### src/rtl/alu_pkg.sv
// Shared opcodes, engine state encoding and decode helpers for the EX-stage ALU.
package alu_pkg;

  localparam int unsigned OP_W = 4;

  localparam logic [OP_W-1:0] ALU_and   = 4'd0;
  localparam logic [OP_W-1:0] ALU_or    = 4'd1;
  localparam logic [OP_W-1:0] ALU_add   = 4'd2;
  localparam logic [OP_W-1:0] ALU_sll   = 4'd3;
  localparam logic [OP_W-1:0] ALU_srl   = 4'd4;
  localparam logic [OP_W-1:0] ALU_mfhi  = 4'd5;
  localparam logic [OP_W-1:0] ALU_sub   = 4'd6;
  localparam logic [OP_W-1:0] ALU_slt   = 4'd7;
  localparam logic [OP_W-1:0] ALU_mflo  = 4'd8;
  localparam logic [OP_W-1:0] ALU_mult  = 4'd9;
  localparam logic [OP_W-1:0] ALU_multu = 4'd10;
  localparam logic [OP_W-1:0] ALU_div   = 4'd11;
  localparam logic [OP_W-1:0] ALU_divu  = 4'd12;
  localparam logic [OP_W-1:0] ALU_mthi  = 4'd13;
  localparam logic [OP_W-1:0] ALU_mtlo  = 4'd14;
  localparam logic [OP_W-1:0] ALU_sra   = 4'd15;

  typedef enum logic [1:0] {
    ST_IDLE = 2'd0,
    ST_MUL  = 2'd1,
    ST_DIV  = 2'd2,
    ST_FIX  = 2'd3
  } md_state_e;

  // Ops that touch HI/LO or the engine and therefore must wait while it is busy
  function automatic logic is_hilo_op(input logic [OP_W-1:0] op);
    return (op == ALU_mfhi) || (op == ALU_mflo) ||
           ((op >= ALU_mult) && (op <= ALU_mtlo));
  endfunction

endpackage

### src/rtl/muldiv_engine.sv
// Iterative signed/unsigned multiply/divide engine owning the HI/LO registers.
// One shift-add (mul) or restoring-subtract (div) step per cycle; the final step
// also applies sign correction and writes HI/LO so results appear in cycle WIDTH+1.
module muldiv_engine
  import alu_pkg::*;
#(
  parameter int unsigned WIDTH = 32
) (
  input  logic             clk,
  input  logic             rst_n,
  input  logic [OP_W-1:0]  i_op,
  input  logic [WIDTH-1:0] i_a,
  input  logic [WIDTH-1:0] i_b,
  output logic [WIDTH-1:0] o_hi,
  output logic [WIDTH-1:0] o_lo,
  output logic             o_busy,
  output logic             o_done
);

  localparam int unsigned CNT_W = $clog2(WIDTH) + 1;
  localparam int unsigned DW    = 2 * WIDTH;

  md_state_e        r_state;
  logic [CNT_W-1:0] r_cnt;
  logic [DW-1:0]    r_acc;     // mul: {partial product, multiplier}; div: {remainder, quotient}
  logic [WIDTH-1:0] r_opnd;    // mul: multiplicand; div: divisor
  logic             r_neg_lo;  // negate product / quotient at the end
  logic             r_neg_hi;  // negate remainder at the end
  logic [WIDTH-1:0] r_hi;
  logic [WIDTH-1:0] r_lo;
  logic             r_busy;
  logic             r_done;

  logic             w_is_signed;
  logic             w_a_neg;
  logic             w_b_neg;
  logic             w_b_zero;
  logic [WIDTH-1:0] w_a_mag;
  logic [WIDTH-1:0] w_b_mag;
  logic [WIDTH:0]   w_mul_sum;
  logic [DW-1:0]    w_mul_next;
  logic [DW-1:0]    w_prod_fix;
  logic [WIDTH:0]   w_rem_sh;
  logic [WIDTH:0]   w_diff;
  logic [DW-1:0]    w_div_next;
  logic [WIDTH-1:0] w_quo_fix;
  logic [WIDTH-1:0] w_rem_fix;

  // Operand decode: magnitudes for signed ops, raw values otherwise
  assign w_is_signed = (i_op == ALU_mult) || (i_op == ALU_div);
  assign w_a_neg     = w_is_signed & i_a[WIDTH-1];
  assign w_b_neg     = w_is_signed & i_b[WIDTH-1];
  assign w_b_zero    = (i_b == '0);
  assign w_a_mag     = w_a_neg ? (~i_a + WIDTH'(1)) : i_a;
  assign w_b_mag     = w_b_neg ? (~i_b + WIDTH'(1)) : i_b;

  // Shift-add multiply step
  assign w_mul_sum  = {1'b0, r_acc[DW-1:WIDTH]} + (r_acc[0] ? {1'b0, r_opnd} : '0);
  assign w_mul_next = {w_mul_sum, r_acc[WIDTH-1:1]};
  assign w_prod_fix = r_neg_lo ? (~w_mul_next + DW'(1)) : w_mul_next;

  // Restoring divide step; a zero divisor naturally yields all-ones quotient and remainder = dividend
  assign w_rem_sh   = r_acc[DW-1:WIDTH-1];
  assign w_diff     = w_rem_sh - {1'b0, r_opnd};
  assign w_div_next = w_diff[WIDTH] ? {w_rem_sh[WIDTH-1:0], r_acc[WIDTH-2:0], 1'b0}
                                    : {w_diff[WIDTH-1:0],   r_acc[WIDTH-2:0], 1'b1};
  assign w_quo_fix  = r_neg_lo ? (~w_div_next[WIDTH-1:0] + WIDTH'(1)) : w_div_next[WIDTH-1:0];
  assign w_rem_fix  = r_neg_hi ? (~w_div_next[DW-1:WIDTH] + WIDTH'(1)) : w_div_next[DW-1:WIDTH];

  // Engine FSM, iteration datapath and HI/LO registers
  always_ff @(posedge clk or negedge rst_n) begin
    if (!rst_n) begin
      r_state  <= ST_IDLE;
      r_cnt    <= '0;
      r_acc    <= '0;
      r_opnd   <= '0;
      r_neg_lo <= 1'b0;
      r_neg_hi <= 1'b0;
      r_hi     <= '0;
      r_lo     <= '0;
      r_busy   <= 1'b0;
      r_done   <= 1'b0;
    end else begin
      r_done <= 1'b0;
      case (r_state)
        ST_IDLE: begin
          if ((i_op == ALU_mult) || (i_op == ALU_multu)) begin
            r_state  <= ST_MUL;
            r_busy   <= 1'b1;
            r_cnt    <= CNT_W'(WIDTH);
            r_acc    <= {{WIDTH{1'b0}}, w_b_mag};
            r_opnd   <= w_a_mag;
            r_neg_lo <= w_a_neg ^ w_b_neg;
            r_neg_hi <= 1'b0;
          end else if ((i_op == ALU_div) || (i_op == ALU_divu)) begin
            r_state  <= ST_DIV;
            r_busy   <= 1'b1;
            r_cnt    <= CNT_W'(WIDTH);
            r_acc    <= {{WIDTH{1'b0}}, w_a_mag};
            r_opnd   <= w_b_mag;
            r_neg_lo <= (w_a_neg ^ w_b_neg) & ~w_b_zero;
            r_neg_hi <= w_a_neg;
          end else if (i_op == ALU_mthi) begin
            r_hi <= i_a;
          end else if (i_op == ALU_mtlo) begin
            r_lo <= i_a;
          end
        end
        ST_MUL: begin
          r_acc <= w_mul_next;
          r_cnt <= r_cnt - CNT_W'(1);
          if (r_cnt == CNT_W'(1)) begin
            r_hi    <= w_prod_fix[DW-1:WIDTH];
            r_lo    <= w_prod_fix[WIDTH-1:0];
            r_done  <= 1'b1;
            r_state <= ST_FIX;
          end
        end
        ST_DIV: begin
          r_acc <= w_div_next;
          r_cnt <= r_cnt - CNT_W'(1);
          if (r_cnt == CNT_W'(1)) begin
            r_hi    <= w_rem_fix;
            r_lo    <= w_quo_fix;
            r_done  <= 1'b1;
            r_state <= ST_FIX;
          end
        end
        ST_FIX: begin
          r_busy  <= 1'b0;
          r_state <= ST_IDLE;
        end
        default: begin
          r_busy  <= 1'b0;
          r_state <= ST_IDLE;
        end
      endcase
    end
  end

  assign o_hi   = r_hi;
  assign o_lo   = r_lo;
  assign o_busy = r_busy;
  assign o_done = r_done;

endmodule

### src/rtl/alu_muldiv_unit.sv
// EX-stage ALU: single-cycle logic/arith/shift ops plus a shared iterative
// mul/div engine feeding HI/LO, with a stall request to the hazard unit.
module alu_muldiv_unit
  import alu_pkg::*;
#(
  parameter int unsigned WIDTH = 32
) (
  input  logic             clk,
  input  logic             reset,
  input  logic [OP_W-1:0]  signal,
  input  logic [WIDTH-1:0] dataA,
  input  logic [WIDTH-1:0] dataB,
  output logic [WIDTH-1:0] dataOut,
  output logic             zero,
  output logic             bgtz,
  output logic             busy,
  output logic             done,
  output logic             stall
);

  localparam int unsigned SH_W = $clog2(WIDTH);

  logic [WIDTH-1:0] w_hi;
  logic [WIDTH-1:0] w_lo;
  logic             w_busy;
  logic             w_done;
  logic [SH_W-1:0]  w_shamt;
  logic [WIDTH-1:0] w_result;

  // The engine only accepts ops in IDLE, so stalled HI/LO ops are ignored there
  muldiv_engine #(.WIDTH(WIDTH)) u_engine (
    .clk    (clk),
    .rst_n  (reset),
    .i_op   (signal),
    .i_a    (dataA),
    .i_b    (dataB),
    .o_hi   (w_hi),
    .o_lo   (w_lo),
    .o_busy (w_busy),
    .o_done (w_done)
  );

  assign w_shamt = dataB[SH_W-1:0];

  // Single-cycle result mux; engine-launch and HI/LO-write ops return zero
  always_comb begin
    w_result = '0;
    case (signal)
      ALU_and:  w_result = dataA & dataB;
      ALU_or:   w_result = dataA | dataB;
      ALU_add:  w_result = dataA + dataB;
      ALU_sll:  w_result = dataA << w_shamt;
      ALU_srl:  w_result = dataA >> w_shamt;
      ALU_mfhi: w_result = w_hi;
      ALU_sub:  w_result = dataA - dataB;
      ALU_slt:  w_result = {{(WIDTH-1){1'b0}}, ($signed(dataA) < $signed(dataB))};
      ALU_mflo: w_result = w_lo;
      ALU_sra:  w_result = WIDTH'($signed(dataA) >>> w_shamt);
      default:  w_result = '0;
    endcase
  end

  assign dataOut = w_result;
  assign zero    = (w_result == '0);
  assign bgtz    = ~dataA[WIDTH-1] & (dataA != '0);
  assign busy    = w_busy;
  assign done    = w_done;
  assign stall   = w_busy & is_hilo_op(signal);

endmodule

### config.mk
export PLATFORM = sky130hd
export DESIGN_NAME = alu_muldiv_unit
export DESIGN_NICKNAME = d
export VERILOG_FILES = /design/src/rtl/alu_pkg.sv /design/src/rtl/muldiv_engine.sv /design/src/rtl/alu_muldiv_unit.sv
export SDC_FILE = /design/constraint.sdc
export NUM_CORES = 1
export LEC_CHECK = 0
export ABC_AREA = 1
export BUFFER_PORTS_ARGS = -buffer_cell sky130_fd_sc_hd__buf_2
export CORE_AREA = 2 2 224 226
export CTS_CLUSTER_DIAMETER = 30
export CTS_CLUSTER_SIZE = 30
export DETAILED_ROUTE_END_ITERATION = 10
export DIE_AREA = 0 0 226 228
export GPL_TIMING_DRIVEN = 0
export HOLD_SLACK_MARGIN = 0.06
export PLACE_DENSITY = 0.83
export SYNTH_ARGS = -nofsm -noshare
export SYNTH_HDL_FRONTEND = slang
export SYNTH_SLANG_ARGS = --single-unit
### constraint.sdc
create_clock -name clk -period 4.4 [get_ports clk]
set_clock_uncertainty 0.1 [all_clocks]
set_input_delay 0.88 -clock clk [delete_from_list [all_inputs] [get_ports clk]]
set_output_delay 0.88 -clock clk [all_outputs]
set_load 0.03 [all_outputs]
==> impl_metrics.csv, run 1 <==
group,metric,value,unit
synth,synth_warnings,0,
synth,synth-edff-count,0,
synth,syn_inst,4872,
synth,ys_seq_area_frac,0.155,
run_status,lastStage,"5_1_grt",
synth,synth_cell_types,70,
die,die_h,228,µm
clock_network,cts_buffers,17,
global_route,gr-total-overflow,6,
clock_network,htree_levels,4,
clock_network,clock-sinks,172,
die,fp-row-count,82,
synth,synthArstFlopShare,1.00,
synth,yosys_register_bits,172,
die,start_util,0.563,
global_route,grt_pass1_vias,38100,
die,ioPinCount,107,
run_status,status,"did not finish",
clock_network,clock_path_buffers,2,
synth,synth_nets,5123,
place,dpl.hpwl,130,mm
synth,muxShareOfSynthArea,0.00325,
global_route,grtUsageTotal,0.677,
die,fp.dieW,226,µm
synth,synth_ff_type,"dfrtp_1",
synth,synthXorXnorAreaFrac,0.0309,
synth,synth_top_family_by_area,"simple AND/OR/NAND/NOR gates",
synth,synth.cell_area,27800,µm²
synth,synthSimpleGateAreaFrac,0.360,
run_status,tool.error,"[ERROR GRT-0116] Global routing finished with congestion. Check the congestion regions in the DRC Viewer.",
place,io_buffers,106,
clock_network,cts_hold_buffers,0,
global_route,grt_pass1_wl,256,mm
place,post-place-cells,5651,
synth,synth.avg_cell_area,5.70,µm²
synth,yosys.area_share.adder,0.0827,
synth,synth_compound_area_frac,0.253,
clock_network,ctsRootBufferMaster,"clkbuf_16",
global_route,grt_max_degree,115,
place,finalWeightedCongestion,1.27,
-- through the flow --
stage / setup WS, ps / cell area (µm²) / utilization
floorplan: -289 / 27900 / -
global placement: -1870 / 29300 / 0.593
detailed placement: -1840 / 29300 / 0.594
CTS: -560 / 32300 / 0.655
-- synth_stat cells (19+ instances only) --
cell type,instances,area [µm²]
a31oi_1,21,131
nor2_1,574,2150
o21ai_0,465,2330
o21a_1,21,158
or2_2,27,169
nor4_1,19,119
clkbuf_1,162,608
a21oi_1,372,1860
nand2_2,23,144
o21ai_1,22,110
nand4_1,67,419
xnor2_1,21,184
o22ai_1,91,569
xor2_1,77,674
a22o_1,25,219
a211oi_1,21,158
ha_1,177,2210
inv_1,600,2250
a221oi_1,23,201
buf_1,20,75.1
nand3_1,287,1440
nor3_1,64,320
o211ai_1,61,458
nand2_1,1232,4620
dfrtp_1,172,4300
-- repair_timing --
action                     in CTS
setup buffers                 101
resized for setup             457
setup endpoints to repair      79
cloned                          0
pin swaps                      79
-- cells by family after synthesis --
kind of cell | after synthesis
AOI/OAI and AO/OA | 1220
adders and majority gates | 181
buffers and inverters | 828
xor gates and xnor gates | 98
and+or+nand+nor | 2364
muxes | 9
DFF | 172
-- layer usage --
| layer | GRT overflow | GRT usage |
|---|---|---|
| met1 | 0 | 0.718 |
| met2 | 4 | 0.864 |
| met3 | 0 | 0.434 |
| met4 | 2 | 0.685 |
| met5 | 0 | 0.102 |
==> inputs of run 2 (changes only) <==
--- a/config.mk
+++ b/config.mk
@@ -7,14 +7,11 @@
 export LEC_CHECK = 0
 export ABC_AREA = 1
 export BUFFER_PORTS_ARGS = -buffer_cell sky130_fd_sc_hd__buf_2
-export CORE_AREA = 2 2 224 226
-export CTS_CLUSTER_DIAMETER = 30
-export CTS_CLUSTER_SIZE = 30
+export CORE_AREA = 2 2 267 269
 export DETAILED_ROUTE_END_ITERATION = 10
-export DIE_AREA = 0 0 226 228
+export DIE_AREA = 0 0 269 271
 export GPL_TIMING_DRIVEN = 0
-export HOLD_SLACK_MARGIN = 0.06
-export PLACE_DENSITY = 0.83
+export PLACE_DENSITY_LB_ADDON = 0.15
 export SYNTH_ARGS = -nofsm -noshare
 export SYNTH_HDL_FRONTEND = slang
 export SYNTH_SLANG_ARGS = --single-unit
==> constraint.sdc (replaced) <==
create_clock -name clk -period 5.7 [get_ports clk]
set_clock_uncertainty 0.1 [all_clocks]
set_input_delay 1.14 -clock clk [delete_from_list [all_inputs] [get_ports clk]]
set_output_delay 1.14 -clock clk [all_outputs]
set_load 0.03 [all_outputs]
==> run 2 against run 1 <==
Compared with the run above:
- the flow now finishes, with violations (max-capacitance violations, max-slew violations, negative setup slack)
- synthesized area is the same
- synthesized cell count is the same
==> impl_metrics.csv, run 2 <==
group,metric,value,unit
run_status,status,"finished, violations left",
run_status,failed_checks,"max-capacitance violations, max-slew violations, negative setup slack",
synth,synth_top_cells_by_area,"nand2_1, dfrtp_1, o21ai_0, inv_1, ha_1",
global_route,grt_max_degree,121,
final_layout,final_cell_mix,"nand2_1, inv_1, nor2_1",
final_layout,layout.cells.non_filler,6002,
die,fp-row-count,97,
die,dieArea,72900,µm²
setup_path,rr_startpoint,"u_engine.r_acc[31]",
setup_path,crit_path_max_fanout,12,
hold_path,worstHoldEndpoint,"u_engine.o_lo[10]",
die,fp.dieW,269,µm
clock_network,htree_levels,4,
clock_network,clock_path_buffers,2,
synth,synth.top_cell.area_share,0.167,
synth,synth-edff-count,0,
final_layout,area_growth,14.7,%
setup_path,cp.arrival,5890,ps
timing,fin_crit_sh,1.01,
place,post-place-cells,5919,
synth,synth.cell_area,27800,µm²
global_route,grt_pass1_vias,34300,
hold_path,min-delay-start,"u_engine.o_lo[10]",
hold_path,whs_path_depth,2,
die,start_util,0.398,
final_layout,final_area,31800,µm²
setup_path,slowest_delay,1080,ps
timing,clock.fmax,173,MHz
die,core,69800,µm²
global_route,grtUsageTotal,0.487,
timing,relSlewSlack,-0.159,
setup_path,crit_type,"in2reg",
hold_path,holdCritPathClass,"reg2reg",
synth,synth_cell_types,70,
route,postRouteAntennaNets,0,
setup_path,cp_data_required_time,5820,ps
synth,muxShareOfSynthArea,0.00325,
synth,yosys.area_share.adder,0.0827,
setup_path,crit_top_cell,"nor2_1",
final_layout,largest-register,"u_engine.r_acc",
place,dpl_cell_area,29500,µm²
synth,synth_compound_area_frac,0.253,
clock_network,cts_hold_buffers,0,
clock_network,clock_latency,470,ps
clock_network,cts_tree,"done",
synth,synth.avg_cell_area,5.70,µm²
power,ir_drop,0.346,mV
place,io_buffers,106,
place,finalWeightedCongestion,1.11,
synth,synthTopCellsByCount,"nand2_1, inv_1, nor2_1",
final_layout,nets,5299,
synth,synth_warnings,0,
timing,fin_ws,-66.4,ps
setup_path,cp-start-kind,"input pin",
synth,syn_inst,4872,
synth,synthXorXnorAreaFrac,0.0309,
die,die_h,271,µm
final_layout,layout_commonest_cell,"nand2_1",
setup_path,crit_path_cell_trace,"clkbuf_4 > inv_1 > clkbuf_2 > clkbuf_8 > ha_1 > nand2_1 > nor4_1 > nand4_1 > nor3_1 > nand4_1 > nor2_1 > nor2_1 > xor2_1 > o21ai_0 > nor2_1 > o22ai_1",
place,place_ws,-1510,ps
timing,drv_slew,5,
setup_path,r2r_end,"u_engine.o_lo[8]",
final_layout,n_fill_cell,7757,
route,vias_per_cell,6.20,
place,dpl.hpwl,148,mm
final_layout,drive_gt1_frac,0.105,
timing,fin_crit,5770,ps
route,drc,0,
route,via_count,37200,
clock_network,ctsRootBufferMaster,"clkbuf_16",
synth,ys_seq_area_frac,0.155,
synth,synth_top_family_by_area,"simple AND/OR/NAND/NOR gates",
synth,synth_nets,5123,
timing,hold_violations,0,
synth,yosys_register_bits,172,
synth,synthSimpleGateAreaFrac,0.360,
power,power_density,660,nW/µm²
synth,synth_ff_type,"dfrtp_1",
global_route,gr-total-overflow,0,
route,wl,182,mm
die,ioPinCount,107,
setup_path,reg2reg_slack,240,ps
clock_network,cts_buffers,17,
power,leakage,15.3,nW
synth,yosys.area.top_type,"nand2_1",
route,drt_iter0_markers,5571,
clock_network,clock-sinks,172,
setup_path,critPathCaptureType,"flop",
final_layout,largest_reg_flops,64,
flow_run,max_cap_viol_count,2,
route,drt_first_pass_iters,9,
setup_path,cpMaxStageDelayCell,"nor2_1",
global_route,antenna_found_initial,11,
global_route,grt_pass1_wl,252,mm
synth,synth.most_common_cell,"nand2_1",
timing,worstMarginPinSlew,1720,ps
final_layout,final_util,0.456,
synth,synthArstFlopShare,1.00,
setup_path,reg2regPathDepth,21,
clock_network,clk_pin_slew,90,ps
route,post_drt_wl_per_cell,30.2,µm
timing,hold_ws,443,ps
timing,setup_viol,2,
==> run 2: cell counts after synthesis <==
Identical to the previous run, type by type.
==> run 2: cell families after synthesis <==
family / Yosys count
mux: 9
xor+xnor: 98
simple gates: 2364
flops: 172
compound gates: 1220
buf+inv: 828
fa+ha+maj: 181
==> run 2: timing repair <==
action,in CTS,in global routing
endpoints found under the hold margin,0,0
endpoints found under the setup margin,32,6
pin swaps,15,46
gates resized for setup,174,174
buffers inserted,23,47
==> run 2: worst max-delay path by stage <==
stage                     depth (start not counted)      start  slack (ps)                  to
after floorplan                                  24   dataB[1]           9                zero
after global placement                           24   dataB[1]       -1490                zero
after detailed placement                         24   dataB[1]       -1510                zero
after CTS                                        15   dataA[1]         -40                bgtz
after global routing                             20  dataA[13]         -40                zero
final                                            16   dataB[0]         -70  u_engine.r_acc[28]
==> run 2: layout make-up <==
type / count / area (µm²) / share of cell area
diodes: 1 / 2.50 / 0.0000786
clock inverters: 15 / 233 / 0.00731
clock buffers: 17 / 425 / 0.0134
flip-flops and latches: 172 / 4300 / 0.135
multi-input cells: 3872 / 21100 / 0.664
inverters: 621 / 2430 / 0.0763
repair buffers: 178 / 1240 / 0.0388
plain buffers: 186 / 887 / 0.0279
well taps: 940 / 1180 / 0.0369
==> run 2: report_power, final <==
part	internal (mW)	switching, mW
logic	4.42	12.6
clock network	0.655	0.704
registers	1.86	0.819
total	6.94	14.1
==> run 2: through the flow <==
| step | TNS (ps) | power, mW |
|---|---|---|
| after floorplan | 0 | 12.3 |
| after global placement | -21410 | 18.4 |
| after detailed placement | -21720 | 18.3 |
| after CTS | -73.1 | 19.8 |
| after global routing | -40.9 | 22.0 |
| final | -118 | 21.0 |
==> run 2: routing by layer <==
| layer | vias to the layer above | share of wire | GRT usage |
|---|---|---|---|
| li1 | 16600 | - | - |
| met1 | 17400 | 0.36 | 0.570 |
| met2 | 2537 | 0.42 | 0.734 |
| met3 | 709 | 0.10 | 0.111 |
| met4 | 8 | 0.12 | 0.453 |
| met5 | - | 0.00024 | 0 |
==> run 2: worst max-delay path, delay by kind of cell <==
kind	cells	cell delay [ps]
simple gates	8	2900
buf+inv	4	820
compound gates	2	520
xor+xnor	1	250
fa+ha+maj	1	230
Power figures use the tool's default switching activity.
